## config.mk

```make
export PLATFORM = sky130hd
export DESIGN_NAME = rs_issue_station
export DESIGN_NICKNAME = d
export VERILOG_FILES = /design/src/rtl/rs_issue_station.sv
export SDC_FILE = /design/constraint.sdc
export NUM_CORES = 2
export LEC_CHECK = 0
export ABC_AREA = 0
export CORE_MARGIN = 2
export CORE_UTILIZATION = 35
export DETAILED_ROUTE_END_ITERATION = 7
export PLACE_DENSITY = 0.67
export SLEW_MARGIN = 20
export SYNTH_ARGS = -nofsm -noshare
export SYNTH_HDL_FRONTEND = slang
export SYNTH_SLANG_ARGS = --single-unit
```

## constraint.sdc

```tcl
create_clock -name CLK -period 5.5 [get_ports CLK]
set_input_delay 1.65 -clock CLK [delete_from_list [all_inputs] [get_ports CLK]]
set_output_delay 1.65 -clock CLK [all_outputs]
set_load 0.01 [all_outputs]
```

## src/rtl/rs_issue_station.sv

```systemverilog
// Age-ordered reservation station. Entries form a collapsing queue (index 0 is
// the oldest). Operands wake up from the common data bus, and the oldest
// entry with both operands ready and a willing function unit issues.
module rs_issue_station #(
  parameter int RS_DEPTH      = 4,
  parameter int DATA_WIDTH    = 32,
  parameter int ROB_ENTRY     = 4,
  parameter int PAYLOAD_WIDTH = 70,
  parameter int FU_TYPES      = 4,
  localparam int ROB_ENTRY_LOG2 = $clog2(ROB_ENTRY),
  localparam int FUNCTION_W     = $clog2(FU_TYPES),
  localparam int CNT_W          = $clog2(RS_DEPTH + 1)
) (
  input  logic                      CLK,
  input  logic                      RSTN,
  input  logic                      flush,
  input  logic                      disp_valid,
  output logic                      disp_ready,
  input  logic [FUNCTION_W-1:0]     disp_function,
  input  logic [PAYLOAD_WIDTH-1:0]  disp_payload,
  input  logic [ROB_ENTRY_LOG2-1:0] disp_rob_entry,
  input  logic                      disp_rs1_ready,
  input  logic                      disp_rs2_ready,
  input  logic [DATA_WIDTH-1:0]     disp_rs1_data,
  input  logic [DATA_WIDTH-1:0]     disp_rs2_data,
  input  logic [ROB_ENTRY_LOG2-1:0] disp_rs1_alias,
  input  logic [ROB_ENTRY_LOG2-1:0] disp_rs2_alias,
  input  logic                      cdb_valid,
  input  logic [ROB_ENTRY_LOG2-1:0] cdb_alias,
  input  logic [DATA_WIDTH-1:0]     cdb_data,
  input  logic [FU_TYPES-1:0]       fu_wok,
  output logic                      isr_valid,
  output logic [FUNCTION_W-1:0]     isr_function,
  output logic [PAYLOAD_WIDTH-1:0]  isr_payload,
  output logic [ROB_ENTRY_LOG2-1:0] isr_rob_entry,
  output logic [DATA_WIDTH-1:0]     isr_rs1_data,
  output logic [DATA_WIDTH-1:0]     isr_rs2_data,
  output logic [CNT_W-1:0]          rs_count
);

  localparam int IDX_W = $clog2(RS_DEPTH);

  // Entry state: valid and count are control (reset); the rest is data.
  logic                      valid_q [RS_DEPTH];
  logic                      valid_d [RS_DEPTH];
  logic [FUNCTION_W-1:0]     func_q  [RS_DEPTH];
  logic [FUNCTION_W-1:0]     func_d  [RS_DEPTH];
  logic [PAYLOAD_WIDTH-1:0]  pay_q   [RS_DEPTH];
  logic [PAYLOAD_WIDTH-1:0]  pay_d   [RS_DEPTH];
  logic [ROB_ENTRY_LOG2-1:0] rob_q   [RS_DEPTH];
  logic [ROB_ENTRY_LOG2-1:0] rob_d   [RS_DEPTH];
  logic                      r1_q    [RS_DEPTH];
  logic                      r1_d    [RS_DEPTH];
  logic                      r2_q    [RS_DEPTH];
  logic                      r2_d    [RS_DEPTH];
  logic [DATA_WIDTH-1:0]     d1_q    [RS_DEPTH];
  logic [DATA_WIDTH-1:0]     d1_d    [RS_DEPTH];
  logic [DATA_WIDTH-1:0]     d2_q    [RS_DEPTH];
  logic [DATA_WIDTH-1:0]     d2_d    [RS_DEPTH];
  logic [ROB_ENTRY_LOG2-1:0] a1_q    [RS_DEPTH];
  logic [ROB_ENTRY_LOG2-1:0] a1_d    [RS_DEPTH];
  logic [ROB_ENTRY_LOG2-1:0] a2_q    [RS_DEPTH];
  logic [ROB_ENTRY_LOG2-1:0] a2_d    [RS_DEPTH];
  logic [CNT_W-1:0]          count_q;
  logic [CNT_W-1:0]          count_d;

  // Post-wakeup view of every entry, with one extra empty slot on top so the
  // collapse can always read index i+1.
  logic                      w_valid [RS_DEPTH+1];
  logic [FUNCTION_W-1:0]     w_func  [RS_DEPTH+1];
  logic [PAYLOAD_WIDTH-1:0]  w_pay   [RS_DEPTH+1];
  logic [ROB_ENTRY_LOG2-1:0] w_rob   [RS_DEPTH+1];
  logic                      w_r1    [RS_DEPTH+1];
  logic                      w_r2    [RS_DEPTH+1];
  logic [DATA_WIDTH-1:0]     w_d1    [RS_DEPTH+1];
  logic [DATA_WIDTH-1:0]     w_d2    [RS_DEPTH+1];
  logic [ROB_ENTRY_LOG2-1:0] w_a1    [RS_DEPTH+1];
  logic [ROB_ENTRY_LOG2-1:0] w_a2    [RS_DEPTH+1];

  logic             issue;
  logic [IDX_W-1:0] sel_idx;
  logic             accept;
  logic [CNT_W-1:0] wr_idx;
  logic             new_r1;
  logic             new_r2;
  logic [DATA_WIDTH-1:0] new_d1;
  logic [DATA_WIDTH-1:0] new_d2;

  // Pick the oldest entry whose operands are ready in registered state and
  // whose function unit accepts this cycle.
  always_comb begin
    issue   = 1'b0;
    sel_idx = '0;
    for (int i = RS_DEPTH - 1; i >= 0; i--) begin
      if (valid_q[i] && r1_q[i] && r2_q[i] && fu_wok[func_q[i]]) begin
        issue   = 1'b1;
        sel_idx = IDX_W'(i);
      end
    end
  end

  // Issue outputs show the selected entry and are forced to zero when idle.
  always_comb begin
    isr_valid     = issue;
    isr_function  = '0;
    isr_payload   = '0;
    isr_rob_entry = '0;
    isr_rs1_data  = '0;
    isr_rs2_data  = '0;
    if (issue) begin
      isr_function  = func_q[sel_idx];
      isr_payload   = pay_q[sel_idx];
      isr_rob_entry = rob_q[sel_idx];
      isr_rs1_data  = d1_q[sel_idx];
      isr_rs2_data  = d2_q[sel_idx];
    end
  end

  // Dispatch handshake and the incoming entry, with same-cycle CDB bypass.
  always_comb begin
    rs_count   = count_q;
    disp_ready = (count_q < CNT_W'(RS_DEPTH));
    accept     = disp_valid & disp_ready & ~flush;
    wr_idx     = count_q - CNT_W'(issue);
    new_r1     = disp_rs1_ready | (cdb_valid & (disp_rs1_alias == cdb_alias));
    new_r2     = disp_rs2_ready | (cdb_valid & (disp_rs2_alias == cdb_alias));
    new_d1     = disp_rs1_ready ? disp_rs1_data : cdb_data;
    new_d2     = disp_rs2_ready ? disp_rs2_data : cdb_data;
  end

  // Wakeup, collapse over the issued slot, dispatch write and flush.
  always_comb begin
    int src;
    src = 0;
    for (int i = 0; i < RS_DEPTH; i++) begin
      w_valid[i] = valid_q[i];
      w_func[i]  = func_q[i];
      w_pay[i]   = pay_q[i];
      w_rob[i]   = rob_q[i];
      w_a1[i]    = a1_q[i];
      w_a2[i]    = a2_q[i];
      w_r1[i]    = r1_q[i];
      w_d1[i]    = d1_q[i];
      w_r2[i]    = r2_q[i];
      w_d2[i]    = d2_q[i];
      if (cdb_valid && !r1_q[i] && (a1_q[i] == cdb_alias)) begin
        w_r1[i] = 1'b1;
        w_d1[i] = cdb_data;
      end
      if (cdb_valid && !r2_q[i] && (a2_q[i] == cdb_alias)) begin
        w_r2[i] = 1'b1;
        w_d2[i] = cdb_data;
      end
    end
    w_valid[RS_DEPTH] = 1'b0;
    w_func[RS_DEPTH]  = '0;
    w_pay[RS_DEPTH]   = '0;
    w_rob[RS_DEPTH]   = '0;
    w_a1[RS_DEPTH]    = '0;
    w_a2[RS_DEPTH]    = '0;
    w_r1[RS_DEPTH]    = 1'b0;
    w_d1[RS_DEPTH]    = '0;
    w_r2[RS_DEPTH]    = 1'b0;
    w_d2[RS_DEPTH]    = '0;

    for (int i = 0; i < RS_DEPTH; i++) begin
      src = (issue && (i >= int'(sel_idx))) ? i + 1 : i;
      valid_d[i] = w_valid[src];
      func_d[i]  = w_func[src];
      pay_d[i]   = w_pay[src];
      rob_d[i]   = w_rob[src];
      a1_d[i]    = w_a1[src];
      a2_d[i]    = w_a2[src];
      r1_d[i]    = w_r1[src];
      d1_d[i]    = w_d1[src];
      r2_d[i]    = w_r2[src];
      d2_d[i]    = w_d2[src];
      if (accept && (CNT_W'(i) == wr_idx)) begin
        valid_d[i] = 1'b1;
        func_d[i]  = disp_function;
        pay_d[i]   = disp_payload;
        rob_d[i]   = disp_rob_entry;
        a1_d[i]    = disp_rs1_alias;
        a2_d[i]    = disp_rs2_alias;
        r1_d[i]    = new_r1;
        d1_d[i]    = new_d1;
        r2_d[i]    = new_r2;
        d2_d[i]    = new_d2;
      end
      if (flush) valid_d[i] = 1'b0;
    end

    count_d = flush ? '0 : count_q + CNT_W'(accept) - CNT_W'(issue);
  end

  // Control state: occupancy and per-entry valid bits.
  always_ff @(posedge CLK or negedge RSTN) begin
    if (!RSTN) begin
      count_q <= '0;
      for (int i = 0; i < RS_DEPTH; i++) valid_q[i] <= 1'b0;
    end else begin
      count_q <= count_d;
      for (int i = 0; i < RS_DEPTH; i++) valid_q[i] <= valid_d[i];
    end
  end

  // Entry contents; only meaningful while the matching valid bit is set.
  always_ff @(posedge CLK) begin
    for (int i = 0; i < RS_DEPTH; i++) begin
      func_q[i] <= func_d[i];
      pay_q[i]  <= pay_d[i];
      rob_q[i]  <= rob_d[i];
      a1_q[i]   <= a1_d[i];
      a2_q[i]   <= a2_d[i];
      r1_q[i]   <= r1_d[i];
      d1_q[i]   <= d1_d[i];
      r2_q[i]   <= r2_d[i];
      d2_q[i]   <= d2_d[i];
    end
  end

endmodule

```

==> flow_summary.toml <==
[timing]
final-setup-viol-count = 3
report.final.hold_viol_count = 0
timing.fmax_mhz = 181
report.final.slew_viol_count = 0
totalNegativeSetupSlack_ns = -0.0212
finalCritPeriodShare = 1.00
worst_slew_pin_slew_ns = 1.24
postLayoutSetupSlackWorst_ns = -0.0156
grt_setup_unrepaired = "true"
worst_clock_skew_ns = 0.0299
relSlewSlack = 0.176
period_needed_ns = 5.52

[clock_tree]
clk_latency_ns = 0.64
cts_max_level = 3
clock-root-buffer = "sky130_fd_sc_hd__clkbuf_16"
tritoncts = "yes"
cts.clk_slew.worst_paths_ns = 0.06
cts_buffers = 71
clockBufferDepth = 3
numClockSinks = 583

[logic_synthesis]
postSynthRegisterBits = 583
netlist_instances = 3301
post_synth_instance_area_um2 = 31300
synth_top_cell_by_area = "sky130_fd_sc_hd__edfxtp_1"
mappedNetlistNets = 3494
postSynthAreaPerCell_um2 = 9.48
synth_top_flop_cell = "sky130_fd_sc_hd__edfxtp_1"
synth_cell_types = 51
synth-edff-count = 312
synthesis.yosys.warnings = 0
top_cells_by_area_synth = "sky130_fd_sc_hd__edfxtp_1 (30%), sky130_fd_sc_hd__dfxtp_1 (17%), sky130_fd_sc_hd__mux2i_1 (8.2%), sky130_fd_sc_hd__nand2_1 (7.7%), sky130_fd_sc_hd__a31o_2 (3.5%)"
async_reset_ff_frac = 0.0120
synth.yosys.seq_area_share = 0.474
post-synth-top-area-fraction = 0.299

[floorplan]
initial_core_util = 0.354
ios = 330
fp.dieArea_um2 = 91800
die_width_um = 303
die_height_um = 303
floorplan.rows = 109
placeableCoreArea_um2 = 88500

[global_route]
grt_util_all_layers = 0.257
grt_first_pass_wirelength_um = 179000
number_of_global_route_vias_before_repair = 27500
grt-ovfl-total = 0
grt_start_max_net_pins = 77
grt_antenna_before_repair = 9

[place]
detailedPlacementHpwl_um = 78400
pre_cts_slack_ns = -0.784
placement.cell_area_um2 = 37700
placed_cells_incl_taps = 4695
port_buffers = 329
globalplace.congestion = 0.872

[worst_setup_path]
ff2ff_setup_slack_ns = 1.14
timing.rr.start = "func_q[2][0]$_DFFE_PP_"
crit_path_capture = "isr_rs2_data[20]"
critPathLaunch = "fu_wok[2]"
critical_path_class = "in2out"
setup.worst_path.start_class = "input port"
end_kind = "output pin"
worstReg2RegEnd = "pay_q[2][58]$_DFFE_PP_"
r2r_cells = 15
timing.critical_path.required_ns = 3.85
cp_data_arrival_time_ns = 3.87
worst-path-max-fanout = 5

[final_layout]
stdcell_area_um2 = 40800
post_route_cells_drive_above_1_share = 0.208
layout.cells.most_common = "sky130_fd_sc_hd__nand2_1"
design.final.nets = 3838
fin_util = 0.461
area_delta_synth_final_pct = 30.4
commonest_cells_after_routing_fill_and_taps_aside = "sky130_fd_sc_hd__nand2_1 (635), sky130_fd_sc_hd__edfxtp_1 (312), sky130_fd_sc_hd__nor2_1 (265)"
post_layout_nonfiller_instances = 4866

[drt]
remaining_drc_errors = 20
postRouteAntennaNets = 0
post_drt_wl_per_cell_um = 25.2
postRouteWirelength_um = 123000
routed-via-count = 28700
detail_route.first_pass.iterations = 8
vias_per_cell = 5.90
drt-initial-drc-count = 3030

[worst_hold_path]
holdCritPathClass = "reg2reg"

[power]
powerDensity_nw_per_um2 = 426
total_leakage_power_nw = 16.4
power.ir.vdd_worst_uv = 248

[outcome]
outcome = "finished with violations"
failed_checks = "DRC, setup timing"

[job]
drv.max_cap_violation_count = 0
## where the power goes
part / switching [mW] / leakage (nW) / internal (mW)
clock: 2.02 / 1.17 / 2.84
sequential: 0.835 / 5.20 / 6.15
combinational: 2.82 / 10.0 / 2.70
total: 5.68 / 16.4 / 11.7
## cells in the mapped netlist, types with 2 or more instances
| cell | n |
|---|---|
| sky130_fd_sc_hd__nand2_1 | 644 |
| sky130_fd_sc_hd__edfxtp_1 | 312 |
| sky130_fd_sc_hd__nor2_1 | 267 |
| sky130_fd_sc_hd__dfxtp_1 | 264 |
| sky130_fd_sc_hd__mux2i_1 | 257 |
| sky130_fd_sc_hd__clkbuf_1 | 224 |
| sky130_fd_sc_hd__a31o_2 | 124 |
| sky130_fd_sc_hd__o21ai_0 | 123 |
| sky130_fd_sc_hd__and2_1 | 83 |
| sky130_fd_sc_hd__mux2_2 | 81 |
| sky130_fd_sc_hd__buf_2 | 79 |
| sky130_fd_sc_hd__a22o_1 | 78 |
| sky130_fd_sc_hd__a21oi_1 | 71 |
| sky130_fd_sc_hd__a21o_1 | 69 |
| sky130_fd_sc_hd__a22oi_1 | 69 |
| sky130_fd_sc_hd__nand4_1 | 69 |
| sky130_fd_sc_hd__a221oi_1 | 68 |
| sky130_fd_sc_hd__nand2b_1 | 67 |
| sky130_fd_sc_hd__o22ai_1 | 67 |
| sky130_fd_sc_hd__o2bb2ai_1 | 64 |
| sky130_fd_sc_hd__o31ai_1 | 64 |
| sky130_fd_sc_hd__buf_1 | 21 |
| sky130_fd_sc_hd__o21ai_1 | 20 |
| sky130_fd_sc_hd__buf_4 | 14 |
| sky130_fd_sc_hd__xnor2_1 | 12 |
| sky130_fd_sc_hd__xor2_1 | 10 |
| sky130_fd_sc_hd__inv_1 | 8 |
| sky130_fd_sc_hd__a31oi_1 | 7 |
| sky130_fd_sc_hd__dfrtp_1 | 7 |
| sky130_fd_sc_hd__a31o_1 | 6 |
| sky130_fd_sc_hd__nor4b_1 | 6 |
| sky130_fd_sc_hd__ha_1 | 5 |
| sky130_fd_sc_hd__or3_1 | 5 |
| sky130_fd_sc_hd__and3_1 | 4 |
| sky130_fd_sc_hd__mux4_2 | 4 |
| sky130_fd_sc_hd__nand3_1 | 4 |
| sky130_fd_sc_hd__nand4b_1 | 3 |
| sky130_fd_sc_hd__a21oi_2 | 2 |
| sky130_fd_sc_hd__buf_6 | 2 |
| sky130_fd_sc_hd__nor2b_1 | 2 |
| sky130_fd_sc_hd__nor3_1 | 2 |
| sky130_fd_sc_hd__nor3_4 | 2 |
| sky130_fd_sc_hd__o32a_1 | 2 |
| sky130_fd_sc_hd__or2_2 | 2 |
## critical path, stage by stage
cell and delay [ns]:
sky130_fd_sc_hd__buf_2 0.13, sky130_fd_sc_hd__buf_4 0.14, sky130_fd_sc_hd__mux4_2 0.49, sky130_fd_sc_hd__nor2b_4 0.17, sky130_fd_sc_hd__buf_12 0.15, sky130_fd_sc_hd__nor4_4 0.31, sky130_fd_sc_hd__buf_6 0.18, sky130_fd_sc_hd__buf_6 0.11
sky130_fd_sc_hd__buf_12 0.11, sky130_fd_sc_hd__buf_12 0.11, sky130_fd_sc_hd__buf_4 0.11, sky130_fd_sc_hd__a21oi_2 0.05, sky130_fd_sc_hd__clkbuf_2 0.14
## sequential cells by signal, summed over array words and instances (netlist names)
name	cells
pay_q	280
d1_q	128
d2_q	128
a1_q	8
a2_q	8
func_q	8
rob_q	8
r1_q	4
r2_q	4
valid_q	4
rs_count	3
## cell families after synthesis
group           count (synthesis)  synth area share
mux                           342             0.114
fa+ha+maj                       6           0.00264
buf+inv                       348            0.0471
compound gates                837             0.195
flops                         583             0.474
xor+xnor                       22           0.00616
simple gates                 1163             0.161
## timing repair
item                                    CTS  global route
gates resized for setup                 324           107
endpoints found under the setup margin  139            70
hold buffers                              0             0
buffers inserted                         20            14
gates cloned                              7             2
pin swaps                                41            15
## how the worst min path moves through the flow
| stage | startpoint | endpoint | slack [ns] | cells past startpoint |
|---|---|---|---|---|
| floorplan | valid_q[0]$_DFF_PN0_ | valid_q[0]$_DFF_PN0_ | 0.50 | 2 |
| global placement | pay_q[1][14]$_DFFE_PP_ | pay_q[0][14]$_DFFE_PP_ | 0.52 | 2 |
| global route | pay_q[1][39]$_DFFE_PP_ | pay_q[0][39]$_DFFE_PP_ | 0.56 | 2 |
| CTS | d2_q[1][5]$_DFF_P_ | d2_q[0][5]$_DFF_P_ | 0.53 | 2 |
| finish | d2_q[1][3]$_DFF_P_ | d2_q[0][3]$_DFF_P_ | 0.54 | 2 |
| detailed placement | pay_q[1][67]$_DFFE_PP_ | pay_q[0][67]$_DFFE_PP_ | 0.53 | 2 |
## final cells by class
| type | instances | area (um^2) |
|---|---|---|
| Fill cell | 8227 | 47700 |
| Multi-Input combinational cell | 2370 | 15500 |
| Sequential cell | 583 | 14800 |
| Timing Repair Buffer | 611 | 6540 |
| Clock buffer | 89 | 1910 |
| Tap cell | 1165 | 1460 |
| Clock inverter | 38 | 488 |
| Inverter | 8 | 30.0 |
| Antenna cell | 2 | 5.00 |
## per-layer routing
metal	vias to the layer above	routed length, um	track usage
li1	12700	-	-
met1	13900	48100	0.332
met5	-	83	0
met3	294	12500	0.0525
met2	1727	57300	0.421
met4	14	4810	0.104
## through the flow
step	power (mW)	hold WS, ns
finish	17.4	0.539
floorplan	10.3	0.497
global placement	12.2	0.516
detailed placement	12.3	0.528
global route	18.2	0.557
CTS	17.3	0.534
(Power assumes the default switching activity.)
